**config.mk**
```make
export PLATFORM = sky130hd
export DESIGN_NAME = arm_pose_sequencer
export DESIGN_NICKNAME = d
export VERILOG_FILES = /design/src/rtl/arm_pkg.sv /design/src/rtl/rdy_sync_edge.sv /design/src/rtl/arm_pose_sequencer.sv
export SDC_FILE = /design/constraint.sdc
export NUM_CORES = 2
export LEC_CHECK = 0
export CAP_MARGIN = 20
export CORE_UTILIZATION = 60
export DETAILED_ROUTE_END_ITERATION = 6
export PLACE_DENSITY = 0.81
export SETUP_SLACK_MARGIN = 0.5
export SYNTH_ARGS = -nofsm -noshare
export SYNTH_HDL_FRONTEND = slang
export SYNTH_SLANG_ARGS = --single-unit
```
**constraint.sdc**
```tcl
create_clock -name clk -period 5.2 [get_ports clk]
set_input_delay 1.3 -clock clk [delete_from_list [all_inputs] [get_ports clk]]
set_output_delay 1.3 -clock clk [all_outputs]
set_load 0.01 [all_outputs]
```
**src/rtl/arm_pkg.sv**
```systemverilog
// Shared types and default constants for the maze-arm pose sequencer and its PWM neighbours.
package arm_pkg;

    localparam int unsigned DEF_ANGLE_W    = 8;
    localparam int unsigned DEF_STATE_W    = 6;
    localparam int unsigned DEF_PARK_ANGLE = 90;

    typedef logic [DEF_ANGLE_W-1:0] angle_t;

    typedef enum logic [2:0] {
        S_IDLE,
        S_ISSUE,
        S_WAIT_RDY,
        S_SETTLE,
        S_DONE
    } seq_state_t;

endpackage

```
**src/rtl/rdy_sync_edge.sv**
```systemverilog
// Two-flop synchroniser for an asynchronous strobe plus rising-edge detect on the synchronised level.
module rdy_sync_edge (
    input  logic clk,
    input  logic rst_n,
    input  logic din,
    output logic rise_c
);

    logic [2:0] sync_q;

    always_ff @(posedge clk or negedge rst_n) begin
        if (!rst_n) begin
            sync_q <= 3'b000;
        end else begin
            sync_q <= {sync_q[1:0], din};
        end
    end

    // sync_q[1] is the synchronised level, sync_q[2] its previous value
    assign rise_c = sync_q[1] & ~sync_q[2];

endmodule

```
**src/rtl/arm_pose_sequencer.sv**
```systemverilog
// Pose-table servo sequencer: issues each joint target in turn, waits for servo ready + settle, then publishes the state.
// Optional build macro SKIP_UNCHANGED_EN: joints whose target already matches the current angle are not re-issued.
module arm_pose_sequencer
    import arm_pkg::*;
#(
    parameter int unsigned N_JOINTS   = 4,
    parameter int unsigned ANGLE_W    = DEF_ANGLE_W,
    parameter int unsigned STATE_W    = DEF_STATE_W,
    parameter int unsigned N_STATES   = 36,
    parameter int unsigned PARK_ANGLE = DEF_PARK_ANGLE,
    parameter int unsigned SETTLE_CYC = 1000
) (
    input  logic                        clk,
    input  logic                        rst_n,
    input  logic                        req_valid,
    output logic                        req_ready,
    input  logic [STATE_W-1:0]          req_state,
    input  logic                        tbl_we,
    input  logic [STATE_W-1:0]          tbl_state,
    input  logic [$clog2(N_JOINTS)-1:0] tbl_joint,
    input  logic [ANGLE_W-1:0]          tbl_angle,
    input  logic                        rdy,
    output logic [N_JOINTS*ANGLE_W-1:0] angle,
    output logic                        t_restart,
    output logic                        move_complete,
    output logic [STATE_W-1:0]          maze_state,
    output logic                        req_err
);

    localparam int unsigned JOINT_W     = $clog2(N_JOINTS);
    localparam int unsigned CNT_W       = (SETTLE_CYC > 1) ? $clog2(SETTLE_CYC) : 1;
    localparam int unsigned SETTLE_LOAD = (SETTLE_CYC > 0) ? SETTLE_CYC - 1 : 0;
    localparam logic [ANGLE_W-1:0] PARK   = ANGLE_W'(PARK_ANGLE);
    localparam logic [JOINT_W-1:0] LAST_J = JOINT_W'(N_JOINTS - 1);

    seq_state_t         state_q, state_d;
    logic [STATE_W-1:0] lat_q;
    logic [JOINT_W-1:0] j_q;
    logic [CNT_W-1:0]   cnt_q;
    logic [ANGLE_W-1:0] tbl_q [N_STATES][N_JOINTS];
    logic [ANGLE_W-1:0] ang_q [N_JOINTS];

    logic               rdy_rise_c;
    logic               accept_c, err_c, issue_c, next_j_c;
    logic               cnt_load_c, cnt_dec_c, done_c, tbl_wr_c, last_c;
    logic [ANGLE_W-1:0] tgt_c;

    rdy_sync_edge u_rdy_sync (
        .clk    (clk),
        .rst_n  (rst_n),
        .din    (rdy),
        .rise_c (rdy_rise_c)
    );

    always_ff @(posedge clk or negedge rst_n) begin
        if (!rst_n) begin
            state_q <= S_IDLE;
        end else begin
            state_q <= state_d;
        end
    end

    // Next state and per-cycle control strobes
    always_comb begin
        state_d    = state_q;
        accept_c   = 1'b0;
        err_c      = 1'b0;
        issue_c    = 1'b0;
        next_j_c   = 1'b0;
        cnt_load_c = 1'b0;
        cnt_dec_c  = 1'b0;
        done_c     = 1'b0;
        tgt_c      = tbl_q[lat_q][j_q];
        last_c     = (j_q == LAST_J);
        tbl_wr_c   = (state_q == S_IDLE) && tbl_we &&
                     (32'(tbl_state) < N_STATES) && (32'(tbl_joint) < N_JOINTS);

        case (state_q)
            S_IDLE: begin
                if (req_valid) begin
                    if (32'(req_state) >= N_STATES) begin
                        err_c = 1'b1;
                    end else begin
                        accept_c = 1'b1;
                        state_d  = S_ISSUE;
                    end
                end
            end
            S_ISSUE: begin
                issue_c = 1'b1;
                state_d = S_WAIT_RDY;
`ifdef SKIP_UNCHANGED_EN
                if (tgt_c == ang_q[j_q]) begin
                    issue_c = 1'b0;
                    if (last_c) begin
                        state_d = S_DONE;
                    end else begin
                        state_d  = S_ISSUE;
                        next_j_c = 1'b1;
                    end
                end
`endif
            end
            S_WAIT_RDY: begin
                if (rdy_rise_c) begin
                    if (SETTLE_CYC != 0) begin
                        cnt_load_c = 1'b1;
                        state_d    = S_SETTLE;
                    end else if (last_c) begin
                        state_d = S_DONE;
                    end else begin
                        state_d  = S_ISSUE;
                        next_j_c = 1'b1;
                    end
                end
            end
            S_SETTLE: begin
                if (cnt_q != '0) begin
                    cnt_dec_c = 1'b1;
                end else if (last_c) begin
                    state_d = S_DONE;
                end else begin
                    state_d  = S_ISSUE;
                    next_j_c = 1'b1;
                end
            end
            S_DONE: begin
                done_c  = 1'b1;
                state_d = S_IDLE;
            end
            default: state_d = S_IDLE;
        endcase
    end

    // Pose table; writes only land while idle, so an in-flight move never sees them
    always_ff @(posedge clk or negedge rst_n) begin
        if (!rst_n) begin
            for (int s = 0; s < int'(N_STATES); s++) begin
                for (int j = 0; j < int'(N_JOINTS); j++) begin
                    tbl_q[s][j] <= PARK;
                end
            end
        end else if (tbl_wr_c) begin
            tbl_q[tbl_state][tbl_joint] <= tbl_angle;
        end
    end

    always_ff @(posedge clk or negedge rst_n) begin
        if (!rst_n) begin
            lat_q         <= '0;
            j_q           <= '0;
            cnt_q         <= '0;
            maze_state    <= '0;
            t_restart     <= 1'b0;
            move_complete <= 1'b0;
            req_err       <= 1'b0;
            req_ready     <= 1'b1;
            for (int j = 0; j < int'(N_JOINTS); j++) begin
                ang_q[j] <= PARK;
            end
        end else begin
            t_restart     <= issue_c;
            move_complete <= done_c;
            req_err       <= err_c;
            req_ready     <= (state_d == S_IDLE);
            if (accept_c) begin
                lat_q <= req_state;
                j_q   <= '0;
            end else if (next_j_c) begin
                j_q <= j_q + JOINT_W'(1);
            end
            if (issue_c) begin
                ang_q[j_q] <= tgt_c;
            end
            if (cnt_load_c) begin
                cnt_q <= CNT_W'(SETTLE_LOAD);
            end else if (cnt_dec_c) begin
                cnt_q <= cnt_q - CNT_W'(1);
            end
            if (done_c) begin
                maze_state <= lat_q;
            end
        end
    end

    for (genvar g = 0; g < int'(N_JOINTS); g++) begin : g_angle
        assign angle[g*ANGLE_W +: ANGLE_W] = ang_q[g];
    end

endmodule

```
==> summary.txt <==
Finish
  – Sequential Area: around 31000 um2
  – Antenna cells: 0
  – Fillers: approximately 6300
  – Area growth syn-to-layout: 11.11%
  – Commonest non-fill, non-tap cells in the layout: mux2_2, dfrtp_1, dfstp_2
  – Fin util: 67.46%
  – Fraction of layout cells with a size suffix above 1: between 60% and 70%
  – Commonest non-fill, non-tap cell in the layout: mux2_2
  – Multi-input gate area: around 24000 um2
  – Nets@finish: around 3800

Setup path
  – Critical path required time: between 5 and 6 ns
  – Crit end category: flip-flop
  – CP most frequent cell: o21ai_1
  – Flop2flop setup slack: roughly 0.83 ns
  – CP Class: flip-flop to flip-flop
  – Critical-path cell list: buf_4 -> and2_1 -> a2bb2oi_1 -> a221oi_1 -> o21ai_1 -> a22o_1 -> a41oi_2 -> o21ai_1
  – Max stage delay cell, worst path: dfrtp_4
  – Crit-path max FO: 37
  – Startpoint Class: flip-flop
  – Critical Path Max Stage Delay: 1.01 ns
  – CP arrival: approximately 4.9 ns

Clock network
  – Clock latency on the worst-skew pair: between 0.7 and 0.8 ns
  – # hold bufs at CTS: 0
  – Clock H-tree levels: 3
  – Sink Count: 1218
  – Bufs on Longest Clock Path: 3
  – Number of CTS-inserted buffers: 120
  – Clk Tree Root Cell: clkbuf_16
  – Setup repair bufs after CTS: 0
  – Clock transition at path regs: approximately 0.06 ns
  – CTS tree: yes
  – Resized Gates After CTS: 0

Global routing
  – Total grt overflow: 0
  – First-pass GRT wire length: about 230000 um
  – Vias in the first global route: ~35000
  – Pin count of the biggest net entering global routing: approximately 140
  – Initial antenna violation count: 1
  – Total GRT Usage: between 30% and 40%

Synthesis
  – Mapped Cells: approximately 3800
  – Synth Cell Area: 56840 um2
  – Top cell type's share of synthesized area: 27.52%
  – Flops & latches, synth: around 1200
  – Syn_nets: ~3800
  – Syn. warnings: 0
  – Register area share after synthesis: a little over half
  – Synth Flop Type: dfrtp_1
  – Ranking of synthesized cells by area: dfrtp_1, dfstp_2, mux2_2
  – Mean Syn Cell Area: roughly 15 um2
  – Async S/R FF share, synth: between 90% and 100%
  – Post-synth top area cell: dfrtp_1
  – Synth unique cells: 73
  – EDFF count, synth: 0

Detailed routing
  – DR WL/cell: between 20 and 30 um
  – Via count: 34460
  – DRC Markers: 0
  – Vias per cell: ~6.7
  – Drt pass-1 iters: 5
  – Initial DRC Count: ~3500
  – Routed WL: around 150000 um
  – Final ANT Viol Nets: 0

Placed design
  – Pre-CTS WS: 0.9168 ns
  – Placer congestion estimate: between 0.9 and 1
  – Port Buffers: 68
  – DP Wirelength: between 90000 and 100000 um

Power
  – Lkg Pwr: around 0.028 uW
  – Design Power: slightly below 20000 uW
  – Reg power frac: between 40% and 50%
  – Pwr dens: approximately 300 nW/um2
  – Combinational share of power: around 3.0%
  – Internal power: between 10000 and 15000 uW
  – Net Sw Frac: between 20% and 30%
  – Clock group share of total power: a little under half
  – Switching pwr: around 4300 uW
  – IR drop worst, VDD: 279.0 uV

Timing
  – Worst-Margin Slew: ~1.2 ns
  – FMAX: roughly 230 MHz
  – Post-route setup TNS: 0 ns
  – Final worst slack: 0.8329 ns
  – Min Tclk post-route: around 4.4 ns
  – Final Max Slew Viols: 0
  – Fin crit share: between 80 and 90%
  – Setup violators final: 0
  – Slew headroom: a little over a fifth
  – Fin. Hold Viols: 0
  – RSZ-0062 raised after global routing: no
  – Skew final: 0.02700 ns
  – WHS: around 0.36 ns

Die
  – Rows: around 110
  – Initial Utilization: 60.72%
  – Die width: around 310 um
  – DIE AREA: approximately 96000 um2
  – DIE HEIGHT: around 310 um
  – Core Area: roughly 94000 um2
  – Io pins: approximately 70

Flow run
  – Max-cap violations: 0

Min path
  – HP Class: flip-flop to flip-flop

Status
  – Status: finished clean
per-stage QoR:
stage / cells / cell area, um2
after floorplan: 3771 / 56840
after global placement: 4943 / 58990
after detailed placement: 4943 / 58990
after CTS: 5172 / 63140
after global routing: 5173 / 63150
final: 5173 / 63150
worst paths after layout:
check                                     start              endpoint  cells past startpoint
setup / recovery                       lat_q[0]             angle[16]                      8
setup reg to reg                       lat_q[0]             angle[16]                      8
hold reg to reg            u_rdy_sync.sync_q[0]  u_rdy_sync.sync_q[1]                      0
max in group asynchronous                 rst_n           tbl_q[1098]                      2
hold / removal             u_rdy_sync.sync_q[0]  u_rdy_sync.sync_q[1]                      0
min in group asynchronous                 rst_n            tbl_q[218]                      1
registers in the layout, indices dropped and copies added (netlist names):
| signal | cells |
|---|---|
| u_rdy_sync.sync_q | 3 |
| state_q | 3 |
| angle | 32 |
| req_err | 1 |
| lat_q | 6 |
| tbl_q | 1152 |
| maze_state | 6 |
| j_q | 2 |
| cnt_q | 10 |
| req_ready | 1 |
| t_restart | 1 |
| move_complete | 1 |
worst max-delay path: cells and delay by family, from the launching register on:
family | cells | cell delay (ns)
and+or+nand+nor | 1 | 0.66
DFF | 1 | 1.01
buffers and inverters | 1 | 0.34
AOI/OAI and AO/OA | 6 | 2.13
power by group through the flow:
stage	registers, uW	logic, uW	clock network, uW
finish	9580	580	9050
global placement	9730	567	0
detailed placement	9730	576	0
global route	9580	635	9520
floorplan	9720	222	0
CTS	9580	582	9140
Yosys cell counts (7+ instances only):
cell,n
a211oi_1,9
buf_1,17
nor2b_1,13
a31oi_1,12
mux4_2,232
nor2_1,65
nand3_1,54
o21ai_0,24
dfrtp_1,625
clkbuf_1,175
nand2_1,140
mux2i_1,121
o221ai_1,7
a21oi_1,53
inv_1,7
nor2_4,30
nand2b_1,9
buf_6,18
a221oi_1,25
o21ai_1,33
mux2_2,1180
nor3b_1,10
buf_2,46
nor3_1,15
dfstp_2,593
buf_4,21
nor2_2,46
and3_1,7
o22ai_1,14
a22oi_1,47
logic make-up (layout without fill, tap and decap cells):
family          after synthesis  in the layout  share of synthesized area [%]
flops                      1218           1218                          54.93
fa+ha+maj                     5              5                         0.1101
buf+inv                     293            441                          2.569
simple gates                434            434                          4.110
mux                        1536           1536                          34.76
compound gates              278            278                          3.410
xor+xnor                      7              7                         0.1079
layer usage:
layer  vias up  part of all wire (%)  global-route usage (%)  routed length (um)
met3       384                   9.5                   9.297               14460
met4         0                   4.6                   13.78                7022
met5         -                     0                  0.1517                   0
li1      14100                     -                       -                   -
met1     18520                    41                   45.46               62480
met2      1456                    45                   47.87               68290
final cells by class:
class / instances / area share [%]
clock buffers: 180 / 5.672
clock inverters: 49 / 0.9054
inverters: 9 / 0.05349
multi-input cells: 2260 / 38.33
flip-flops and latches: 1218 / 49.46
well taps: 1254 / 2.484
repair buffers: 203 / 3.101
Note: power is estimated with default switching activity, not from simulation.
